===== src/rtl/inst_fetch_buffer_pkg.sv =====
// Shared types and constants for the IF->ID instruction fetch buffer.
package inst_fetch_buffer_pkg;

    localparam int unsigned DEPTH = 8;
    localparam int unsigned PTR_W = 3;
    localparam int unsigned CNT_W = PTR_W + 1;
    localparam int unsigned XLEN  = 32;
    localparam int unsigned EXC_W = 7;

    localparam logic [XLEN-1:0] INST_NOP = 32'h0340_0000;
    localparam logic [XLEN-1:0] PC_RESET = 32'h1c00_0000;

    // One buffered instruction: {pc, inst, taken, pc_next, exception, badv}.
    typedef struct packed {
        logic [XLEN-1:0]  pc;
        logic [XLEN-1:0]  inst;
        logic             taken;
        logic [XLEN-1:0]  pc_next;
        logic [EXC_W-1:0] exception;
        logic [XLEN-1:0]  badv;
    } fb_entry_t;

    localparam int unsigned FB_ENTRY_W = $bits(fb_entry_t);

    // Field offsets inside a flattened entry (LSB positions).
    localparam int unsigned FB_BADV_LSB    = 0;
    localparam int unsigned FB_EXC_LSB     = FB_BADV_LSB + XLEN;
    localparam int unsigned FB_PC_NEXT_LSB = FB_EXC_LSB + EXC_W;
    localparam int unsigned FB_TAKEN_LSB   = FB_PC_NEXT_LSB + XLEN;
    localparam int unsigned FB_INST_LSB    = FB_TAKEN_LSB + 1;
    localparam int unsigned FB_PC_LSB      = FB_INST_LSB + XLEN;

    // Build an entry; next PC is the prediction when taken, else sequential.
    function automatic fb_entry_t make_entry(
        input logic [XLEN-1:0]  pc,
        input logic [XLEN-1:0]  inst,
        input logic             taken,
        input logic [XLEN-1:0]  pred_pc_next,
        input logic [EXC_W-1:0] exception,
        input logic [XLEN-1:0]  badv
    );
        fb_entry_t e;
        e.pc        = pc;
        e.inst      = inst;
        e.taken     = taken;
        e.pc_next   = taken ? pred_pc_next : pc + XLEN'(4);
        e.exception = exception;
        e.badv      = badv;
        return e;
    endfunction

endpackage


===== src/rtl/fb_ram.sv =====
// Fetch buffer storage: DEPTH entries, two write ports, two async read ports.
module fb_ram
    import inst_fetch_buffer_pkg::*;
(
    input  logic                  clk,
    input  logic                  we0,
    input  logic [PTR_W-1:0]      waddr0,
    input  logic [FB_ENTRY_W-1:0] wdata0,
    input  logic                  we1,
    input  logic [PTR_W-1:0]      waddr1,
    input  logic [FB_ENTRY_W-1:0] wdata1,
    input  logic [PTR_W-1:0]      raddr0,
    input  logic [PTR_W-1:0]      raddr1,
    output logic [FB_ENTRY_W-1:0] rdata0,
    output logic [FB_ENTRY_W-1:0] rdata1
);

    logic [FB_ENTRY_W-1:0] mem [DEPTH];

    // Storage is intentionally not reset; validity is tracked by the pointers.
    always_ff @(posedge clk) begin
        if (we0) mem[waddr0] <= wdata0;
        if (we1) mem[waddr1] <= wdata1;
    end

    assign rdata0 = mem[raddr0];
    assign rdata1 = mem[raddr1];

endmodule


===== src/rtl/inst_fetch_buffer.sv =====
// Circular instruction queue between IF and ID presenting an in-order issue pair.
module inst_fetch_buffer
    import inst_fetch_buffer_pkg::*;
(
    input  logic        clk,
    input  logic        rst,
    input  logic        flush,
    input  logic        if_readygo,
    output logic        fb_allowin,
    input  logic [1:0]  if_valid_mask,
    input  logic [31:0] if_pc0,
    input  logic [31:0] if_pc1,
    input  logic [31:0] if_inst0,
    input  logic [31:0] if_inst1,
    input  logic [1:0]  if_pred_taken,
    input  logic [31:0] if_pred_pc_next,
    input  logic [6:0]  if_exception,
    input  logic [31:0] if_badv,
    output logic        fb_readygo,
    input  logic        id_allowin,
    output logic [31:0] fb_pc0,
    output logic [31:0] fb_pc1,
    output logic [31:0] fb_inst0,
    output logic [31:0] fb_inst1,
    output logic [31:0] fb_pc_next,
    output logic        fb_pc_taken,
    output logic [6:0]  fb_exception,
    output logic [31:0] fb_badv
);

    logic [PTR_W-1:0] head, tail, head_p1, tail_p1;
    logic [CNT_W-1:0] count;
    fb_entry_t        in0, in1, wdata0, h0, h1;
    logic             push_en, we0, we1, dual;
    logic [1:0]       npush, npop;

    assign head_p1 = head + PTR_W'(1);
    assign tail_p1 = tail + PTR_W'(1);

    // Incoming packet: exception/badv attach to the first valid slot only.
    always_comb begin
        in0    = make_entry(if_pc0, if_inst0, if_pred_taken[0], if_pred_pc_next,
                            if_exception, if_badv);
        in1    = make_entry(if_pc1, if_inst1, if_pred_taken[1], if_pred_pc_next,
                            if_valid_mask[0] ? EXC_W'(0) : if_exception,
                            if_valid_mask[0] ? XLEN'(0) : if_badv);
        wdata0 = if_valid_mask[0] ? in0 : in1;
    end

    // Push control: an excepting slot0 suppresses slot1.
    always_comb begin
        push_en = if_readygo && fb_allowin && !flush;
        we0     = push_en && (|if_valid_mask);
        we1     = push_en && (&if_valid_mask) && (if_exception == EXC_W'(0));
        npush   = {1'b0, we0} + {1'b0, we1};
    end

    fb_ram u_fb_ram (
        .clk    (clk),
        .we0    (we0),
        .waddr0 (tail),
        .wdata0 (wdata0),
        .we1    (we1),
        .waddr1 (tail_p1),
        .wdata1 (in1),
        .raddr0 (head),
        .raddr1 (head_p1),
        .rdata0 (h0),
        .rdata1 (h1)
    );

    // Pair formation and pop count; id_allowin only steers pointer update.
    always_comb begin
        fb_readygo = (count != CNT_W'(0));
        fb_allowin = (count <= CNT_W'(DEPTH - 2));
        dual       = (count >= CNT_W'(2)) && !h0.taken &&
                     (h0.exception == EXC_W'(0)) && (h1.exception == EXC_W'(0));
        npop       = 2'd0;
        if (id_allowin && fb_readygo) npop = dual ? 2'd2 : 2'd1;
    end

    // Head-of-queue view presented to ID; empty shows NOP/reset PC.
    always_comb begin
        fb_pc0       = PC_RESET;
        fb_pc1       = PC_RESET;
        fb_inst0     = INST_NOP;
        fb_inst1     = INST_NOP;
        fb_pc_next   = XLEN'(0);
        fb_pc_taken  = 1'b0;
        fb_exception = EXC_W'(0);
        fb_badv      = XLEN'(0);
        if (fb_readygo) begin
            fb_pc0       = h0.pc;
            fb_inst0     = h0.inst;
            fb_exception = h0.exception;
            fb_badv      = h0.badv;
            fb_pc_next   = h0.pc_next;
            fb_pc_taken  = h0.taken;
            if (dual) begin
                fb_pc1      = h1.pc;
                fb_inst1    = h1.inst;
                fb_pc_next  = h1.pc_next;
                fb_pc_taken = h1.taken;
            end
        end
    end

    // Pointer and occupancy update; flush discards pushes and pops of its cycle.
    always_ff @(posedge clk or posedge rst) begin
        if (rst) begin
            head  <= '0;
            tail  <= '0;
            count <= '0;
        end else if (flush) begin
            head  <= '0;
            tail  <= '0;
            count <= '0;
        end else begin
            head  <= head + PTR_W'(npop);
            tail  <= tail + PTR_W'(npush);
            count <= count + CNT_W'(npush) - CNT_W'(npop);
        end
    end

endmodule


===== config.mk =====
export PLATFORM = sky130hd
export DESIGN_NAME = inst_fetch_buffer
export DESIGN_NICKNAME = d
export VERILOG_FILES = /design/src/rtl/inst_fetch_buffer_pkg.sv /design/src/rtl/fb_ram.sv /design/src/rtl/inst_fetch_buffer.sv
export SDC_FILE = /design/constraint.sdc
export NUM_CORES = 2
export LEC_CHECK = 0
export BUFFER_PORTS_ARGS = -buffer_cell sky130_fd_sc_hd__buf_2
export CAP_MARGIN = 10
export CELL_PAD_IN_SITES_DETAIL_PLACEMENT = 1
export CELL_PAD_IN_SITES_GLOBAL_PLACEMENT = 1
export CORE_ASPECT_RATIO = 1.75
export CORE_MARGIN = 4
export CORE_UTILIZATION = 54
export CTS_CLUSTER_DIAMETER = 30
export CTS_CLUSTER_SIZE = 20
export DETAILED_ROUTE_END_ITERATION = 16
export GPL_TIMING_DRIVEN = 0
export PLACE_DENSITY_LB_ADDON = 0.1
export SLEW_MARGIN = 10
export SYNTH_ARGS = -nofsm -noshare
export SYNTH_HDL_FRONTEND = slang
export SYNTH_SLANG_ARGS = --single-unit

===== constraint.sdc =====
create_clock -name clk -period 22.1 [get_ports clk]
set_input_delay 4.42 -clock clk [delete_from_list [all_inputs] [get_ports clk]]
set_output_delay 4.42 -clock clk [all_outputs]
set_load 0.1 [all_outputs]

==> results.txt <==
leading register cell type out of synthesis: edfxtp_1
Slew @ Worst Pin: 1.34 ns
DRT antenna net count: 0
Total Nets Final: 5706
Final Worst Setup Slack: 11.50 ns
Starting DRT DRC Count: 8134
R2R cell count: 12
Final Non-Filler Cells: 7114
ys async rst share: 0.00911
register share of total power: 0.273
synth unique cells: 56
Synth Instances: 4873
Worst VDD drop: 0.000165 V
Row Count: 162
Core ar.: 0.111 mm²
Final Setup Violations: 0
drt pass-1 iters: 9
Worst Path Arrival: 6.18 ns
CTS tree: done
worst setup path class: flip-flop to output pin
htree depth: 4
#FFs+latches synth: 1098
end-of-flow core utilization: 0.644
Via density: 7.25
critical path fanouts, max: 10
Initial Util: 0.545
Clock Tree Root: clkbuf_16
status: complete, no violations
DP Wirelength: 191000 µm
most frequent cells in the layout: 1088 x edfxtp_1, 757 x nor2_1, 713 x a21oi_1
sw frac: 0.433
Fin. Hold Viols: 0
Internal Pwr Total: 4920 µW
Clock Pin Slew Worst Setup and Hold Paths: 0.06 ns
mean cell area of the mapped netlist: 12.5 µm²
Crit-path slowest cell: xor2_1
GP Congestion: 1.00
total wire length: 271000 µm
DP Worst Slack: 12.79 ns
Slew headroom: 0.107
via count: 51600
first-pass GRT wire length: 383000 µm
IO buf count: 370
DR DRC count: 0
worst min-delay path category: flip-flop to flip-flop
DP Cell Count: 6801
most common cell after layout, fill and taps aside: edfxtp_1
Psw: 3750 µW
Gate power share: 0.426
Pins Over Slew Limit: 0
filler cell count: 11100
fmax: 94.3 MHz
Sink Count: 1098
CTS max path bufs: 3
Layout area overhead: 18.3%
clock latency on the worst-skew pair: 0.83 ns
post-route minimum period: 10.60 ns
Setup Buffers After CTS: 0
Setup crit end kind: output pin
CTS Buf Count: 152
CP max stage delay: 1.03 ns
die width: 262 µm
Synthesized Nets: 5098
# resized after CTS: 0
Critical Path RT: 17.68 ns
Clock Power Share: 0.301
PwrDens: 121 mW/mm²
Die ar.: 0.118 mm²
I/O Pins: 410
initial antenna violation count: 34
GRT Total Usage: 0.459
Synth Cell Area: 0.0607 mm²
Die H: 452 µm
Routed wire per std cell: 38.1 µm
Max-Cap Viols: 0
final worst path period share: 0.480
unrepaired setup endpoints after global routing: false
register area share after synthesis: 0.542
share of layout cells above drive strength 1: 0.246
crit start category: flip-flop
largest net degree at the start of global routing: 21
hold_buf cts: 0
leak pwr: 0.0249 µW
most used cell, CP: clkbuf_1
vias in the first global route: 54300
Post-synth EDFFs: 1088
Synth warnings: 0
gr ovfl total: 0
critical path cell sequence: ha_1, xor2_1, clkbuf_1, clkbuf_1, nand2_1, a21oi_1, buf_2
Clock Skew: 0.0396 ns
Hold Path Depth: 2
[synth_stat cells (all sizes together) (14+ instances only)]
cell	count	area [µm²]
nand4	16	100
nor4	22	189
nand2	344	1290
mux4	466	10500
clkbuf	271	1020
nor3	17	124
inv	28	105
and2	270	1690
mux2i	236	2360
edfxtp	1088	32700
and3	14	87.6
buf	233	1130
xnor2	33	289
nand3	33	185
o22ai	82	513
nor2	757	2840
o21ai	103	523
xor2	31	272
a21oi	722	3650
a41o	32	320
[power by group through the flow]
| stage | Clock, µW | Combinational [µW] | Sequential [µW] |
|---|---|---|---|
| after global routing | 2690 | 3790 | 2370 |
| after detailed placement | 0 | 3580 | 2410 |
| final | 2610 | 3700 | 2360 |
| after floorplan | 0 | 2680 | 2410 |
| after global placement | 0 | 3510 | 2430 |
| after CTS | 2590 | 3620 | 2360 |
[sequential cells by signal, summed over array words and instances, names as in the netlist]
signal,cells
count,4
head,3
tail,3
u_fb_ram.mem,1088
[kinds of logic after synthesis]
family / after synthesis / share of synthesized area
fa+ha+maj: 17 / 0.00400
flops: 1098 / 0.542
simple gates: 1499 / 0.111
compound gates: 959 / 0.0850
mux: 703 / 0.212
xor+xnor: 64 / 0.00923
buf+inv: 533 / 0.0372
[layout make-up]
type                       instances  area, µm²  area share
antenna                           27       67.6    0.000940
buffer                           504       2160      0.0301
clock buffer                     168       4060      0.0564
clock inverter                   116       1300      0.0181
inverter                          29        109     0.00152
multi-input combinational       3242      25700       0.357
sequential                      1098      32900       0.458
tap                             1476       1850      0.0257
timing repair buffer             454       3710      0.0516
[metal layers]
metal  track usage  vias up  wire [µm]  part of all wire
met5             0        -         99           0.00036
met4         0.374       14      29600              0.11
met3         0.149     1676      34300              0.13
met2         0.728     4832     127000              0.47
met1         0.501    25400      80400              0.30
li1              -    19700          -                 -
[metrics by stage]
step	cell area [µm²]	TNS (ns)	hold slack (ns)	power (µW)
floorplan	60700	0	0.600	5090
global placement	64400	-7299.06	0.643	5940
detailed placement	66400	0	0.672	5990
CTS	71700	0	0.688	8580
global route	71800	0	0.744	8840
finish	71800	0	0.700	8670
[path summary, 6_finish.rpt]
check | from | end | slack (ns)
worst min register to register | count[0] | count[0] | 0.70
worst max register to register | tail[1] | u_fb_ram.mem[0][12] | 16.51
worst min-delay path | count[0] | count[0] | 0.70
worst max-delay path | head[0] | fb_pc1[30] | 11.50
min in group asynchronous | rst | count[0] | 3.73
max in group asynchronous | rst | count[1] | 17.93
[worst max-delay path, delay by kind of cell, from the launching register on]
family | cells | cell delay, ns
buffers and inverters | 3 | 2.38
DFF | 1 | 0.49
and+or+nand+nor | 1 | 0.19
AOI/OAI and AO/OA | 1 | 0.97
adders and majority gates | 1 | 0.29
xor gates and xnor gates | 1 | 1.03
(Power assumes the default switching activity.)
